==> src/rtl/nios_sys_mem_test_master.sv <==
// nios_sys_mem_test_master: Avalon-MM fill/check initiator for the on-chip RAM.
// Writes seed+i over a word range and/or reads it back, counting and logging mismatches.
module nios_sys_mem_test_master #(
    parameter int ADDR_W       = 10,
    parameter int READ_LATENCY = 1
) (
    input  logic              clk,
    input  logic              reset,
    input  logic              start,
    input  logic              do_fill,
    input  logic              do_check,
    input  logic [ADDR_W-1:0] base_addr,
    input  logic [ADDR_W:0]   length,
    input  logic [31:0]       seed,
    output logic              busy,
    output logic              done,
    output logic              error,
    output logic [ADDR_W:0]   err_count,
    output logic [ADDR_W-1:0] err_addr,
    output logic [31:0]       err_data,
    output logic [ADDR_W-1:0] mem_address,
    output logic [3:0]        mem_byteenable,
    output logic              mem_chipselect,
    output logic              mem_write,
    output logic [31:0]       mem_writedata,
    output logic              mem_clken,
    input  logic [31:0]       mem_readdata
);
    typedef enum logic [2:0] {IDLE, WRITE, READ, DRAIN, FINISH} state_t;

    state_t                  state_q, state_d;
    logic [ADDR_W:0]         idx_q, idx_d, len_q;
    logic [ADDR_W-1:0]       base_q;
    logic [31:0]             seed_q;
    logic                    check_q, done_q, last, mismatch;
    logic [READ_LATENCY-1:0] vld_q;
    logic [ADDR_W-1:0]       pa_q [READ_LATENCY];
    logic [31:0]             pe_q [READ_LATENCY];

    // Bus strobes decode straight from state so an async reset drops them at once.
    assign mem_chipselect = (state_q == WRITE) || (state_q == READ);
    assign mem_write      = state_q == WRITE;
    assign mem_address    = base_q + idx_q[ADDR_W-1:0];
    assign mem_writedata  = seed_q + 32'(idx_q);
    assign mem_byteenable = 4'hF;
    assign mem_clken      = 1'b1;
    assign busy           = state_q != IDLE;
    assign done           = done_q;
    assign last           = idx_q == len_q - (ADDR_W+1)'(1);
    assign mismatch       = vld_q[READ_LATENCY-1] && (mem_readdata != pe_q[READ_LATENCY-1]);

    always_comb begin
        state_d = state_q;
        idx_d   = idx_q;
        case (state_q)
            IDLE: begin
                idx_d = '0;
                if (start)
                    state_d = (length == '0 || !(do_fill || do_check)) ? FINISH :
                              do_fill ? WRITE : READ;
            end
            WRITE: begin
                idx_d = last ? '0 : idx_q + (ADDR_W+1)'(1);
                if (last) state_d = check_q ? READ : FINISH;
            end
            READ: begin
                idx_d = idx_q + (ADDR_W+1)'(1);
                if (last) state_d = DRAIN;
            end
            // Leave once nothing but the oldest stage (compared this cycle) is in flight.
            DRAIN:   state_d = ~|(vld_q << 1) ? FINISH : DRAIN;
            FINISH:  state_d = IDLE;
            default: state_d = IDLE;
        endcase
    end

    always_ff @(posedge clk or posedge reset) begin
        if (reset) begin
            state_q   <= IDLE;
            idx_q     <= '0;
            len_q     <= '0;
            base_q    <= '0;
            seed_q    <= '0;
            check_q   <= 1'b0;
            done_q    <= 1'b0;
            error     <= 1'b0;
            err_count <= '0;
            err_addr  <= '0;
            err_data  <= '0;
            vld_q     <= '0;
            for (int k = 0; k < READ_LATENCY; k++) begin
                pa_q[k] <= '0;
                pe_q[k] <= '0;
            end
        end else begin
            state_q <= state_d;
            idx_q   <= idx_d;
            done_q  <= state_q == FINISH;
            if (state_q == IDLE && start) begin
                len_q     <= length;
                base_q    <= base_addr;
                seed_q    <= seed;
                check_q   <= do_check;
                error     <= 1'b0;
                err_count <= '0;
                err_addr  <= '0;
                err_data  <= '0;
            end else if (mismatch) begin
                error     <= 1'b1;
                err_count <= err_count + (ADDR_W+1)'(1);
                if (!error) begin
                    err_addr <= pa_q[READ_LATENCY-1];
                    err_data <= mem_readdata;
                end
            end
            // Expected word equals the write pattern at the same index.
            vld_q[0] <= state_q == READ;
            pa_q[0]  <= mem_address;
            pe_q[0]  <= mem_writedata;
            for (int k = 1; k < READ_LATENCY; k++) begin
                vld_q[k] <= vld_q[k-1];
                pa_q[k]  <= pa_q[k-1];
                pe_q[k]  <= pe_q[k-1];
            end
        end
    end
endmodule

==> config.mk <==
export PLATFORM = sky130hd
export DESIGN_NAME = nios_sys_mem_test_master
export DESIGN_NICKNAME = d
export VERILOG_FILES = /design/src/rtl/nios_sys_mem_test_master.sv
export SDC_FILE = /design/constraint.sdc
export NUM_CORES = 1
export LEC_CHECK = 0
export CAP_MARGIN = 10
export CORE_UTILIZATION = 30
export CTS_CLUSTER_DIAMETER = 200
export DETAILED_ROUTE_END_ITERATION = 16
export GPL_TIMING_DRIVEN = 0
export HOLD_SLACK_MARGIN = 0.06
export MAX_ROUTING_LAYER = met4
export SYNTH_ARGS = -nofsm -noshare
export SYNTH_HDL_FRONTEND = slang
export SYNTH_SLANG_ARGS = --single-unit
==> constraint.sdc <==
create_clock -name clk -period 14.6 [get_ports clk]
set_input_delay 3.65 -clock clk [delete_from_list [all_inputs] [get_ports clk]]
set_output_delay 3.65 -clock clk [all_outputs]
set_load 0.05 [all_outputs]
==> results.md <==
- Final setup violation count: 0
- Worst r2r dst: pe_q[26]
- Setup_tns: 0 ps
- Initial antenna violation count: 0
- Multi-input combinational cell area: 0.00378 mm^2
- Final wirelength: 23500 um
- # nets final: 1125
- Syn-to-layout area delta: 36.0%
- Leak pwr: roughly 0.0047 uW
- Status: completed
- DRC viols: 0
- TritonRoute pass-1 iters: 5
- Max_slew headroom: 45.3%
- Fin crit period: roughly 8100 ps
- CTS Buf Count: 17
- Hold endpoint: pe_q[31]
- Die Footprint: around 0.028 mm^2
- WL per Instance: between 15 and 20 um
- # IOs: 195
- Hold Path Origin: seed_q[31]
- IR drop worst, VDD: 0.113 mV
- CTS Hold Bufs: 0
- R2R Setup Slk: 11370 ps
- Actual slew at the worst max-slew pin: 813 ps
- Cells on worst reg2reg path: 10
- Worst path required time: 10950 ps
- Hold Crit Class: flip-flop to flip-flop
- Clock Sinks: 166
- Worst slack, placed: 7020 ps
- First-pass GRT wire length: 36600 um
- CP endpoint kind: primary output
- Die H: ~170 um
- Avg Inst Size Synth: roughly 10 um^2
- Clk root buf: clkbuf_16
- Synth Instances: 797
- Post-CTS Setup Inserts: 0
- Final-layout fill cell count: 2585
- Via density: 4.83
- Largest net degree at the start of global routing: 98
- Row count: 60
- Hold Path Depth: 1
- CTS resizes: 0
- RSZ-0062 raised after global routing: false
- Final setup margin: 6550 ps
- Post-Route Skew: 11.5 ps
- HPWL after DPL: 17900 um
- Vias in the first global route: 6335
- Clock tree buffer depth: 2
- Die Wd: 168 um
- Register area: 0.00415 mm^2
- #FFs+latches synth: between 150 and 200
- Startpoint types: flip-flop
- Slew Limit Fails: 0
- Fin crit share: 55.1%
- Clk slew on worst S/H paths: 70 ps
- Cell Pwr Density: roughly 230 mW/mm^2
- Ys async rst share: 100%
- Reg2reg start: idx_q[0]
- Skew-Pair Late Insertion Delay: roughly 430 ps
- Gr usage total: 17.7%
- Top_reg_cell synth: dfrtp_1
- Synth warn: 0
- TritonCTS clock tree: built
- Initial core utilization: 30.5%
- 1st-iter DRT viols: 564
- Layout cell share with drive strength beyond 1: 11.5%
- ANT nets after route: 0
- FMAX: 0.124 GHz
- RD Place Congestion: 0.870
- MaxCap Viol Count: 0
- Seq/Total Area, Yosys: about half
- # H-tree levels: 4
- Final number of hold-violating endpoints: 0
- EDFF count, synth: 0
- Antenna cells: 0
- Area of the mapped netlist: 0.00823 mm^2
- Number of port buffers: 189
- Library cells used by synthesis: 57
- Via count: about 6600
- CP arrival: 4400 ps
- Grt ovf: 0
- Worst-path fanout max: 10
- Core Area: 0.0270 mm^2
- Setup CP Type: flip-flop to primary output
==> worst max path at each step <==
stage                        end  slack [ps]  cells past startpoint      from
3_5_place_dp   mem_writedata[26]        7020                     11  idx_q[0]
2_1_floorplan          base_q[0]        6460                      1     reset
4_1_cts        mem_writedata[26]        6550                     11  idx_q[0]
5_1_grt        mem_writedata[26]        6290                     11  idx_q[0]
3_3_place_gp          seed_q[17]        3980                      2     reset
6_report       mem_writedata[26]        6550                     11  idx_q[0]
==> kinds of logic after synthesis <==
kind of cell    synth area share, %
fa+ha+maj                      3.98
compound gates                 8.72
mux                            6.93
buf+inv                        3.78
other cells                  0.0455
simple gates                   15.7
flops                          50.5
xor+xnor                       10.4
==> worst max-delay path: stages (launching register included) <==
cell	delay, ps
dfrtp_1	630
ha_1	250
inv_1	50
fa_1	390
nor2b_1	120
o21ai_0	90
a21boi_0	330
o31ai_1	190
a21oi_2	500
nand4_1	190
xnor2_1	340
clkdlybuf4s50_1	880
==> metal layers <==
layer  vias to the layer above  global-route usage, %  wire length, um
li1                       3177                      -                -
met1                      3201                   22.5            10600
met2                       191                   29.1            11600
met3                        17                   3.07             1020
met4                         0                   4.79              260
met5                         -                      -                0
==> through the flow <==
step / cells / util (%) / area [um^2] / total power (uW) / hold slack [ps]
global route: 1364 / 41.6 / 11200 / 2730 / 492
detailed placement: 1332 / 39.3 / 10600 / 2150 / 478
finish: 1364 / 41.6 / 11200 / 2590 / 482
global placement: 1331 / 39.2 / 10600 / 2130 / 481
floorplan: 801 / - / 8250 / 1680 / 478
CTS: 1364 / 41.6 / 11200 / 2610 / 487
==> sequential cells by signal (all words and copies together), names as in the netlist, 3 cells and up <==
| name | flops |
|---|---|
| state_q | 3 |
| idx_q | 11 |
| len_q | 11 |
| pa_q | 10 |
| pe_q | 32 |
| err_count | 11 |
| err_data | 32 |
| err_addr | 10 |
| seed_q | 32 |
| base_q | 10 |
==> report_power, final <==
part / internal [uW] / total [uW] / switching (uW) / leakage (uW)
Sequential: 649 / 791 / 142 / 0.00209
Combinational: 487 / 1340 / 858 / 0.00235
Clock: 249 / 456 / 207 / 0.000293
==> cells in the mapped netlist, types with 15 or more instances <==
master | count | area share [%]
mux2_2 | 48 | 6.6
nand3_1 | 34 | 2.1
ha_1 | 23 | 3.5
nor3_1 | 16 | 0.97
inv_1 | 26 | 1.2
dfrtp_1 | 166 | 50
a21oi_1 | 61 | 3.7
nand2_1 | 116 | 5.3
xnor2_1 | 65 | 6.9
nor2_1 | 38 | 1.7
nand4_1 | 21 | 1.6
buf_2 | 15 | 0.91
xor2_1 | 31 | 3.3
clkbuf_1 | 17 | 0.78
==> cells in the final DEF (no fill, tap or decap), types with 5 or more instances in the layout <==
cell type,synthesis,layout
clkdlybuf4s50_1,0,189
dfrtp_1,166,166
nand2_1,116,116
xnor2_1,65,65
a21oi_1,61,61
mux2_2,48,48
nor2_1,38,38
nand3_1,34,34
xor2_1,31,31
inv_1,26,25
ha_1,23,23
nand4_1,21,21
clkbuf_1,17,17
clkbuf_16,0,17
nor3_1,16,16
buf_2,15,15
o21ai_0,14,14
and3_1,12,12
nor4_1,9,9
a31oi_1,7,7
a21o_1,7,7
buf_4,6,6
inv_8,0,5
conb_1,1,5
==> area by class of cell <==
class,count,share of cell area (%)
sequential,166,37.1
multi-input combinational,567,33.8
timing repair buffer,190,17.1
clock buffer,18,3.92
tap,341,3.81
buffer,42,1.91
clock inverter,14,1.43
inverter,26,0.938
(Power assumes the default switching activity.)
